## src/rtl/pipe_hazard_ctrl.sv

```systemverilog
// Pipeline sequencing controller: RAW hazard stall, branch flush and SRAM wait/timeout FSM.
// Optional PIPE_PERF_CNT_EN adds four wrapping 32-bit performance counters.
module pipe_hazard_ctrl #(
  parameter int MEM_TIMEOUT = 255,
  parameter int TO_W        = 8
) (
  input  logic       clk,
  input  logic       rst,
  input  logic       forward_en,
  input  logic [3:0] id_src1,
  input  logic [3:0] id_src2,
  input  logic       id_use_src1,
  input  logic       id_two_src,
  input  logic [3:0] exe_dest,
  input  logic       exe_wb_en,
  input  logic       exe_mem_read_en,
  input  logic [3:0] mem_dest,
  input  logic       mem_wb_en,
  input  logic       branch_taken,
  input  logic       mem_req,
  input  logic       mem_ready,
  output logic       freeze_if,
  output logic       flush_if,
  output logic       bubble_id,
  output logic       freeze_pipe,
  output logic       mem_start,
  output logic       mem_err,
`ifdef PIPE_PERF_CNT_EN
  output logic [31:0] perf_cycles,
  output logic [31:0] perf_stalls,
  output logic [31:0] perf_flushes,
  output logic [31:0] perf_mem_wait,
`endif
  output logic [1:0] state
);

  typedef enum logic [1:0] {
    RUN      = 2'd0,
    MEM_WAIT = 2'd1,
    ERROR    = 2'd2
  } state_e;

  // Counter value in the last MEM_WAIT cycle before the access is declared lost.
  localparam logic [TO_W-1:0] TO_LAST = TO_W'(MEM_TIMEOUT - 1);

  state_e          state_q, state_d;
  logic [TO_W-1:0] cnt_q, cnt_d;
  logic            haz;
  logic            src1ExeHit, src2ExeHit, src1MemHit, src2MemHit;

  assign src1ExeHit = id_use_src1 & exe_wb_en & (id_src1 == exe_dest);
  assign src2ExeHit = id_two_src  & exe_wb_en & (id_src2 == exe_dest);
  assign src1MemHit = id_use_src1 & mem_wb_en & (id_src1 == mem_dest);
  assign src2MemHit = id_two_src  & mem_wb_en & (id_src2 == mem_dest);

  // With forwarding only a load in EXE cannot be bypassed in time.
  always_comb begin
    if (forward_en) begin
      haz = exe_mem_read_en & (src1ExeHit | src2ExeHit);
    end else begin
      haz = src1ExeHit | src2ExeHit | src1MemHit | src2MemHit;
    end
  end

  always_ff @(posedge clk) begin
    if (rst) begin
      state_q <= RUN;
      cnt_q   <= '0;
    end else begin
      state_q <= state_d;
      cnt_q   <= cnt_d;
    end
  end

  always_comb begin
    state_d     = state_q;
    cnt_d       = cnt_q;
    freeze_pipe = 1'b0;
    mem_start   = 1'b0;
    unique case (state_q)
      RUN: begin
        cnt_d = '0;
        if (mem_req) begin
          mem_start   = 1'b1;
          freeze_pipe = 1'b1;
          state_d     = MEM_WAIT;
        end
      end
      MEM_WAIT: begin
        if (mem_ready) begin
          state_d = RUN;
          cnt_d   = '0;
        end else begin
          freeze_pipe = 1'b1;
          cnt_d       = cnt_q + TO_W'(1);
          if (cnt_q == TO_LAST) begin
            state_d = ERROR;
          end
        end
      end
      ERROR: begin
        freeze_pipe = 1'b1;
      end
      default: begin
        state_d = RUN;
        cnt_d   = '0;
      end
    endcase
  end

  // A frozen pipeline defers any branch or hazard until it advances.
  always_comb begin
    freeze_if = 1'b0;
    flush_if  = 1'b0;
    bubble_id = 1'b0;
    if (freeze_pipe) begin
      freeze_if = 1'b1;
    end else if (branch_taken) begin
      flush_if  = 1'b1;
      bubble_id = 1'b1;
    end else if (haz) begin
      freeze_if = 1'b1;
      bubble_id = 1'b1;
    end
  end

  assign mem_err = (state_q == ERROR);
  assign state   = state_q;

`ifdef PIPE_PERF_CNT_EN
  always_ff @(posedge clk) begin
    if (rst) begin
      perf_cycles   <= '0;
      perf_stalls   <= '0;
      perf_flushes  <= '0;
      perf_mem_wait <= '0;
    end else begin
      perf_cycles <= perf_cycles + 32'd1;
      if (haz & ~branch_taken & ~freeze_pipe) perf_stalls <= perf_stalls + 32'd1;
      if (flush_if) perf_flushes <= perf_flushes + 32'd1;
      if (freeze_pipe) perf_mem_wait <= perf_mem_wait + 32'd1;
    end
  end
`endif

endmodule

```

## config.mk

```make
export PLATFORM = sky130hd
export DESIGN_NAME = pipe_hazard_ctrl
export DESIGN_NICKNAME = d
export VERILOG_FILES = /design/src/rtl/pipe_hazard_ctrl.sv
export SDC_FILE = /design/constraint.sdc
export NUM_CORES = 1
export LEC_CHECK = 0
export CAP_MARGIN = 25
export CELL_PAD_IN_SITES_DETAIL_PLACEMENT = 1
export CELL_PAD_IN_SITES_GLOBAL_PLACEMENT = 2
export CORE_MARGIN = 10
export CORE_UTILIZATION = 22
export CTS_BUF_LIST = sky130_fd_sc_hd__clkbuf_16
export DETAILED_ROUTE_END_ITERATION = 10
export GPL_ROUTABILITY_DRIVEN = 0
export PLACE_DENSITY = 0.85
export SYNTH_ARGS = -nofsm -noshare
export SYNTH_HDL_FRONTEND = slang
export SYNTH_SLANG_ARGS = --single-unit
```

## constraint.sdc

```tcl
create_clock -name clk -period 2.1 [get_ports clk]
set_clock_uncertainty 0.05 [all_clocks]
set_input_delay 0.525 -clock clk [delete_from_list [all_inputs] [get_ports clk]]
set_output_delay 0.525 -clock clk [all_outputs]
set_load 0.02 [all_outputs]
```

* Word level (Yosys, flattened, before mapping)
Index checks and enable logic that the tools add are counted.
Operators by class: eq/ne operators 9, bitwise operators 13, multiplexer cells 18, add/subtract/negate cells 1, reduce and logical (&&, ||, !) cells 2
Operators with widths (count):
- $eq 4x4->1 | 4
- $pmux 8 s2 | 1
- $mux 1 | 11
- $and 1x1->1 | 9
- $add 8x1->8 const B | 1
- $eq 8x8->1 const B | 1
- $mux 8 | 1
- $mux 2 | 3
- $pmux 2 s3 | 1
- $ne 3x3->1 const B | 1
- $or 1x1->1 | 3
- $pmux 1 s3 | 1
- $reduce_and 3->1 | 1
- $eq 2x1->1 const B | 1
- $eq 2x2->1 const B | 1
- $logic_not 2->1 | 1
- $ne 2x2->1 const B | 1
- $not 1->1 | 1
Word-level totals: input bits 27, register bits 10

* Longest topological paths before layout
Gate-level depths: netlist of the first run.
word-level depth 9, mapped depth 6, gate-level depth less buffers 6

* Least setup slack after synthesis of the first run
OpenSTA, ideal clock, no wires.
path type register to output, start point register state_q[1] (netlist: state[1]), end point output port freeze_if, setup slack -0.023 ns, data arrival time 1.548 ns, cell stages (with the launch flop) 4, cell sequence dfxtp_1 -> nor2_1 -> o21ai_0 -> o21bai_1
Between the ends: word-level cells in the longest chain between the ends 3
Ends and longest elaborated chain:
- start, declared | line 46 | state_e state_q, state_d;
- start signal, assigned | line 70 | state_q <= state_d;
- $eq 2x2->1, or another cell as far along | line 80 | unique case (state_q)
- $pmux 1 s3 (*) | line 80
- net freeze_pipe | line 25 | output logic freeze_pipe,
- $mux 1 (*) | line 116 | if (freeze_pipe) begin
- end, declared | line 22 | output logic freeze_if,
Mark *: on every way through the listed nets, which the timed path passes. The rest lies on a longest branch.

* Worst setup path after layout of the first run
start point input port mem_dest[0], end point output port bubble_id
Between the ends: word-level cells in the longest chain between the ends 8
Ends and longest elaborated chain:
- start, declared | line 17 | input logic [3:0] mem_dest,
- $eq 4x4->1 | line 53 | assign src1MemHit = id_use_src1 & mem_wb_en & (id_src1 == mem_dest);
- $and 1x1->1 | line 53
- $or 1x1->1 | line 61 | haz = src1ExeHit | src2ExeHit | src1MemHit | src2MemHit;
- $or 1x1->1 (*) | line 61
- $mux 1 (*) | line 58 | if (forward_en) begin
- $mux 1 (*) | line 121 | end else if (haz) begin
- $mux 1 (*) | line 118 | end else if (branch_taken) begin
- $mux 1 (*) | line 116
- end, declared | line 24 | output logic bubble_id,
Every way passes the cells marked *; elsewhere a longest branch is shown, timed or not.

==> results of run 1 <==
sequential cells by signal (all words and copies together) (netlist names):
register / flops
state: 2
cnt_q: 8
area by class of cell:
cell class / count / area (µm²) / area share [%]
flip-flops and latches: 10 / 200 / 14.2
well taps: 44 / 55.1 / 3.89
repair buffers: 40 / 338 / 23.9
multi-input cells: 80 / 724 / 51.2
clock buffers: 3 / 75.1 / 5.31
inverters: 5 / 21.3 / 1.50
what timing repair did:
item,4_1_cts,5_1_grt
setup endpoints to repair,6,3
buffers inserted,1,0
gates resized for setup,125,32
pin swaps,24,16
endpoints found under the hold margin,0,0
power by group through the flow:
stage / clock, W / sequential, W / combinational, W
finish: 0.000330 / 0.000201 / 0.000223
global route: 0.000344 / 0.000202 / 0.000239
CTS: 0.000336 / 0.000201 / 0.000201
detailed placement: 0 / 0.000204 / 0.000185
global placement: 0 / 0.000203 / 0.000182
floorplan: 0 / 0.000206 / 0.0000734
worst paths after layout:
path,startpoint,end,slack (ps),cells past startpoint
setup / recovery,mem_dest[0],bubble_id,-50,6
hold / removal,cnt_q[7],cnt_q[7],430,1
setup reg to reg,cnt_q[0],cnt_q[6],640,6
hold reg to reg,cnt_q[7],cnt_q[7],430,1
per-layer routing:
layer	vias up	wire (µm)	GRT usage [%]
li1	412	-	-
met1	390	1180	10.4
met2	30	1410	17.0
met3	3	195	2.19
met4	0	40	3.83
met5	-	0	0
layout by cell type (no fill, tap or decap), types with 4 or more instances in the layout:
cell | netlist | layout
nor2_1 | 13 | 13
dfxtp_1 | 10 | 10
buf_4 | 0 | 10
buf_2 | 0 | 9
a21oi_1 | 8 | 8
xor2_2 | 0 | 7
buf_6 | 0 | 7
nand2_1 | 6 | 6
xnor2_2 | 0 | 5
o21ai_0 | 6 | 5
clkdlybuf4s50_1 | 0 | 5
inv_1 | 5 | 4
through the flow:
step                      utilization (%)  hold slack, ps  total power (W)  TNS [ps]  cells
after CTS                            42.6             432         0.000739      -151    182
after floorplan                         -             398         0.000279         0     96
after detailed placement             37.1             427         0.000389     -2930    178
after global routing                 45.2             464         0.000785      -240    182
after global placement               37.1             420         0.000386     -2890    178
final                                45.2             428         0.000754     -74.8    182
cells by family (layout without fill, tap and decap cells):
group                      Yosys count  in the layout  synth area share [%]
adders and majority gates            2              2                  3.42
and+or+nand+nor                     41             41                  29.3
AOI/OAI and AO/OA                   21             21                  17.6
xor gates and xnor gates            16             16                  19.2
buffers and inverters                6             48                  3.08
DFF                                 10             10                  27.4
critical path: cells and delay by family:
kind                   cells  cell delay [ps]
AND/OR/NAND/NOR            2              380
AO/OA/AOI/OAI              1              110
buffers and inverters      2              300
XOR/XNOR                   1              250
==> results.sh, run 1 <==
export IMPL_cts_root_buf="clkbuf_16"
export IMPL_holdBufCountCts=0
export IMPL_drcViolationCount=0
export IMPL_cts_tree="done"
export IMPL_min_period_ps=2150
export IMPL_max_stage_delay_ps=300
export IMPL_critPathKind="in -> out"
export IMPL_final_area_mm2=0.00141
export IMPL_drv_slew=0
export IMPL_synth_cells=96
export IMPL_start_kind="input port"
export IMPL_crit_chain="buf_2 > xor2_2 > nor4_4 > nor4_2 > a21oi_1 > buf_4"
export IMPL_setup_viol=2
export IMPL_place_area_mm2=0.00116
export IMPL_antenna_cells=0
export IMPL_initial_core_util_pct=23.4
export IMPL_failed_checks="setup timing"
export IMPL_rows=20
export IMPL_grt_usage_pct=9.44
export IMPL_rsz0062_at_grt="true"
export IMPL_grt_pass1_wl_mm=4.66
export IMPL_portBuffers=34
export IMPL_maxSlewHeadroom_pct=74.3
export IMPL_viasPerCell=4.59
export IMPL_io_pins=35
export IMPL_finalHoldViolations=0
export IMPL_fmax_mhz=466
export IMPL_vias=835
export IMPL_cts_num_sinks=10
export IMPL_path_clk_slew_ps=40
export IMPL_ys_warn_count=0
export IMPL_crit_fanout=2
export IMPL_p_seq_share_pct=26.6
export IMPL_ys_types=29
export IMPL_synthesis_area_um2=731
export IMPL_grt_pass1_vias=904
export IMPL_peakVddDrop_uv=330
export IMPL_clk_latency_ps=240
export IMPL_leakage_nw=0.570
export IMPL_period_share_pct=102
export IMPL_nNetsFinal=169
export IMPL_drive_gt1_share_pct=44.9
export IMPL_fp_dieH_um=77.6
export IMPL_synth_seq_cells=10
export IMPL_fillCellCount=360
export IMPL_synth_area_leaders="dfxtp_1 (27%), xnor2_1 (9.6%), xor2_1 (9.6%), nor2_1 (6.7%), a21oi_1 (5.5%)"
export IMPL_gr_total_overflow=0
export IMPL_p_comb_share_pct=29.6
export IMPL_dp_slack_ps=-919
export IMPL_required_ps=1520
export IMPL_post_synth_cell_area_avg_um2=7.61
export IMPL_powerDensity_mw_per_mm2=533
export IMPL_die_x_um=77.6
export IMPL_wl_per_cell_um=15.5
export IMPL_swShare_pct=26.9
export IMPL_p_switching_w=0.000203
export IMPL_slowest_stage="nor4_2"
export IMPL_coreArea_mm2=0.00313
export IMPL_antenna_found_initial=0
export IMPL_drtAntennaViolNets=0
export IMPL_yosysTopAreaCell="dfxtp_1"
export IMPL_ys_flop_type="dfxtp_1"
export IMPL_routed_wl_mm=2.83
export IMPL_outcome="finished with violations"
export IMPL_synthTopCellsByCount="nor2_1 (13), dfxtp_1 (10), a21oi_1 (8), xnor2_1 (8), xor2_1 (8)"
export IMPL_synth_top_area_share_pct=27.4
export IMPL_synth_fp_nets=125
export IMPL_first_iter_violations=8
export IMPL_min_delay_path_class="reg -> reg"
export IMPL_dp_hpwl_mm=2.15
export IMPL_cp_end_kind="output port"
export IMPL_cts_made_buffers=3
export IMPL_tightest_slew_ps=384
export IMPL_grt_max_degree=11
export IMPL_die_area_mm2=0.00603
export IMPL_synthArstFlopShare_pct=0
export IMPL_clkPwrFrac_pct=43.7
export IMPL_worst_slack_ps=-45.5
export IMPL_synth_edf_count=0
export IMPL_synth_most_common_cell="nor2_1"
export IMPL_seq_area_frac_synth_pct=27.4
export IMPL_max_cap_violations=0
export IMPL_p_int_w=0.000551
export IMPL_synthToLayoutAreaGrowth_pct=93.5
export IMPL_cts_buffer_depth=2
export IMPL_htreeDepth=1
export IMPL_first_pass_iters=4
export IMPL_crit_arrival_ps=1570
No activity file was read; power rests on OpenSTA's default activity.
==> inputs of run 2 (changes only) <==
--- a/config.mk
+++ b/config.mk
@@ -17,3 +17,4 @@
 export SYNTH_ARGS = -nofsm -noshare
 export SYNTH_HDL_FRONTEND = slang
 export SYNTH_SLANG_ARGS = --single-unit
+export TNS_END_PERCENT = 100
==> results of run 2 <==
Same layout as run 1: the final DEF is identical, and so are final timing and power.
==> RTL change 1 (flow settings as in run 2) <==
Put a register stage on the output `mem_err`, cleared by the reset. The value now appears one clock later. The other outputs are not delayed to match.
--- a/src/rtl/pipe_hazard_ctrl.sv
+++ b/src/rtl/pipe_hazard_ctrl.sv
@@ -126,3 +126,9 @@
 
-  assign mem_err = (state_q == ERROR);
+  always_ff @(posedge clk) begin
+    if (rst) begin
+      mem_err <= '0;
+    end else begin
+      mem_err <= (state_q == ERROR);
+    end
+  end
   assign state   = state_q;
Function: same outputs for any inputs over 10 cycles, from zero or initial values and one cycle with rst high; that may be too few to reach the edited logic, so the function may still have changed.
==> RTL change 1 against run 2 <==
- the run still ends with setup timing left
- setup slack worse by 0.34 ns
- power is 5.7% higher
- cell count is 13% higher
- global-route usage is 0.49 points higher
- register-to-register slack worse by 0.10 ns
- sequential cell count is 1 higher
- cell area is 5.1% higher
- synthesized cell count is 2.1% higher
- die area is 4.7% higher
- wire length is 13% higher
- combinational power is 5% higher
- area after synthesis is 6.3% higher
==> RTL change 1: results (changes against run 2) <==
metric	value	unit	change
outcome	finished, violations left		
violations	setup timing		
dp_hpwl	2608	um	+21%
met2_usage	18.37	%	+1.4 points
synth_xor_area_share	11.27	%	-7.9 points
setup_viol	2		unchanged
num-nets-final	189		+12%
grt_start_max_net_pins	8		-3
synth_common_cells	15 x nor2_1, 11 x dfxtp_1, 8 x o21ai_0, 8 x xor2_1		
pre_cts_slack	-1.275	ns	-0.3553 ns
cp_slowest_cell	a2111o_1		
grt_pass1_vias	1079		+19%
ys_types	34		+17%
setup_ws	-0.3894	ns	-0.3440 ns
viasPerCell	4.683		+2.1%
first_iter_violations	16		+8
postPlaceCellArea	1336	sq um	+15%
drive_gt1_share	37.74	%	-7.2 points
wire_per_inst	15.59	um	+0.37%
cts_resized	74		-41%
synthMuxAreaShare	1.449	%	+1.4 points
crit_arrival	1.91	ns	+0.34 ns
grtUsageMet1	11.12	%	+0.76 points
track_usage	9.938	%	+0.49 points
place_inst	196		+10%
## RTL change 1: cell count changes in the layout (fill, tap and decap cells not counted), moves of 3 or more
| cell | run 2 | this run |
|---|---|---|
| buf_2 | 9 | 2 |
| dlygate4sd2_1 | 3 | 6 |
| buf_4 | 10 | 22 |
| xor2_1 | 0 | 7 |
| a21oi_1 | 8 | 1 |
| nor3_2 | 1 | 4 |
| xor2_2 | 7 | 1 |
| nor4_4 | 3 | 0 |
| xnor2_2 | 5 | 0 |
| clkdlybuf4s50_1 | 5 | 8 |
## RTL change 1: final timing paths
check	from	endpoint	slack, ns	cells past startpoint
max	id_src1[3]	bubble_id	-0.39	8
min	cnt_q[7]$_SDFFE_PP0N_	cnt_q[7]$_SDFFE_PP0N_	0.45	2
max reg2reg	state[0]$_SDFFE_PP0P_	cnt_q[4]$_SDFFE_PP0N_	0.54	6
min reg2reg	cnt_q[7]$_SDFFE_PP0N_	cnt_q[7]$_SDFFE_PP0N_	0.45	2
## RTL change 1: worst register-to-register path, delay by kind of cell, from the launching register on
family	cells	cell delay, ns
simple gates	3	0.56
flops	1	0.32
buf+inv	2	0.30
compound gates	1	0.24
## RTL change 1: report_power, final
part / total (uW) / switching [uW] / internal (uW)
registers: 216 / 2.33 / 214
clock network: 347 / 97.0 / 250
logic: 234 / 103 / 130
total: 797 / 202 / 594
## RTL change 1: final cells by class
| cell class | instances | area [sq um] | area share [%] |
|---|---|---|---|
| clock buffer | 3 | 75.07 | 5.050 |
| inverter | 6 | 22.52 | 1.515 |
| clock inverter | 1 | 3.754 | 0.2525 |
| timing repair buffer | 58 | 514.2 | 34.60 |
| multi-input combinational | 80 | 593.1 | 39.90 |
| sequential | 11 | 220.2 | 14.81 |
| tap | 46 | 57.56 | 3.872 |
==> RTL change 2 (config.mk and constraints of run 2) <==
Without the edit above. Set the parameter `TO_W` to 10 (it was 8).
--- a/src/rtl/pipe_hazard_ctrl.sv
+++ b/src/rtl/pipe_hazard_ctrl.sv
@@ -4,3 +4,3 @@
   parameter int MEM_TIMEOUT = 255,
-  parameter int TO_W        = 8
+  parameter int TO_W        = 10
 ) (
Check against the original RTL: no difference found for any inputs over 10 cycles, from zero or initial values and one cycle with rst high; that may be too few to reach the edited logic, so the function may still have changed.
==> RTL change 2 against run 2 <==
- the run still ends with setup timing left
- synthesized cell count increased by 16%
- power is 7.1% higher
- clock power is 7.6% higher
- wire length grew 13%
- die area grew 15%
- combinational power is 4% lower
- register-to-register slack worse by 0.17 ns
- sequential share of layout area is 1.8 points higher
- setup slack worse by 0.021 ns
- sequential cell count grew 2
- area after synthesis is 21% higher
- global-route usage is 0.53 points lower
- cell area increased by 6.2%
- critical path type unchanged
- critical endpoint is now freeze_if
- largest power group unchanged
- highest routed layer unchanged
==> RTL change 2: results (changes against run 2) <==
metric	value	unit	change
outcome	finished, violations left		
violations	setup timing		
grt_start_max_net_pins	13		+2
reg2regPathDepth	7		+1
coreArea	3771	sq um	+21%
multiInputGateArea	744.5	sq um	+2.8%
hold-worst-slack	0.4572	ns	+0.02951 ns
setup_tns	-0.1239	ns	-0.04907 ns
cts_resized	110		-12%
setup_viol	2		unchanged
critPathCapture	freeze_if		
p_switching	216.5	uW	+6.7%
grt_pass1_wl	5216	um	+12%
clk_share	5.000	%	-0.31 points
worstMarginPinSlew	0.4984	ns	+0.1148 ns
regArea	240.2	sq um	+20%
signal_buffers	41		+2.5%
power_frac_clock	43.9	%	+0.2 points
synthesis.nets	140		+12%
wirelength	3198	um	+13%
ys_seq_elements	12		+2
whs_endpoint	cnt_q[6]$_SDFFE_PP0N_		
postPlaceCellArea	1300	sq um	+12%
ys_types	35		+21%
num_vias	970		+16%
grt_pass1_vias	1047		+16%
sh_seq_area	16.00	%	+1.8 points
track_usage	8.913	%	-0.53 points
nMultiInputCombCells	91		+14%
setup_ws	-0.06598	ns	-0.02052 ns
synthTopCellsByArea	dfxtp_1 27%, xor2_1 12%, nor2_1 7.2%		
seq_area_frac_synth	27.23	%	-0.16 points
buf_share	24.42	%	+0.52 points
place_inst	195		+9.6%
==> RTL change 2: changes by cell type after synthesis, sizes merged, moves of 2 or more <==
cell | before | now
dfxtp | 10 | 12
o21ai | 7 | 5
o21ba | 0 | 2
a31oi | 1 | 3
nand3 | 5 | 7
nor2 | 14 | 20
buf | 1 | 3
xor2 | 8 | 12
xnor2 | 8 | 4
a311oi | 3 | 5
nand2 | 7 | 9
==> RTL change 2: layer usage <==
metal	track usage, %	part of all wire, %	up-vias
met1	10.38	44	464
met5	0	0	-
met3	2.051	4.3	5
met2	15.15	51	31
met4	3.692	1.5	0
li1	-	-	470
==> RTL change 2: cells by family (layout without fill, tap and decap cells) <==
group | after synthesis | in the layout | share of synthesized area (%)
flip-flops | 12 | 12 | 27.23
XOR/XNOR | 16 | 16 | 15.89
AO/OA/AOI/OAI | 26 | 26 | 20.99
AND/OR/NAND/NOR | 47 | 47 | 28.23
adder cells (fa/ha/maj) | 2 | 2 | 2.836
buffers and inverters | 8 | 48 | 4.821
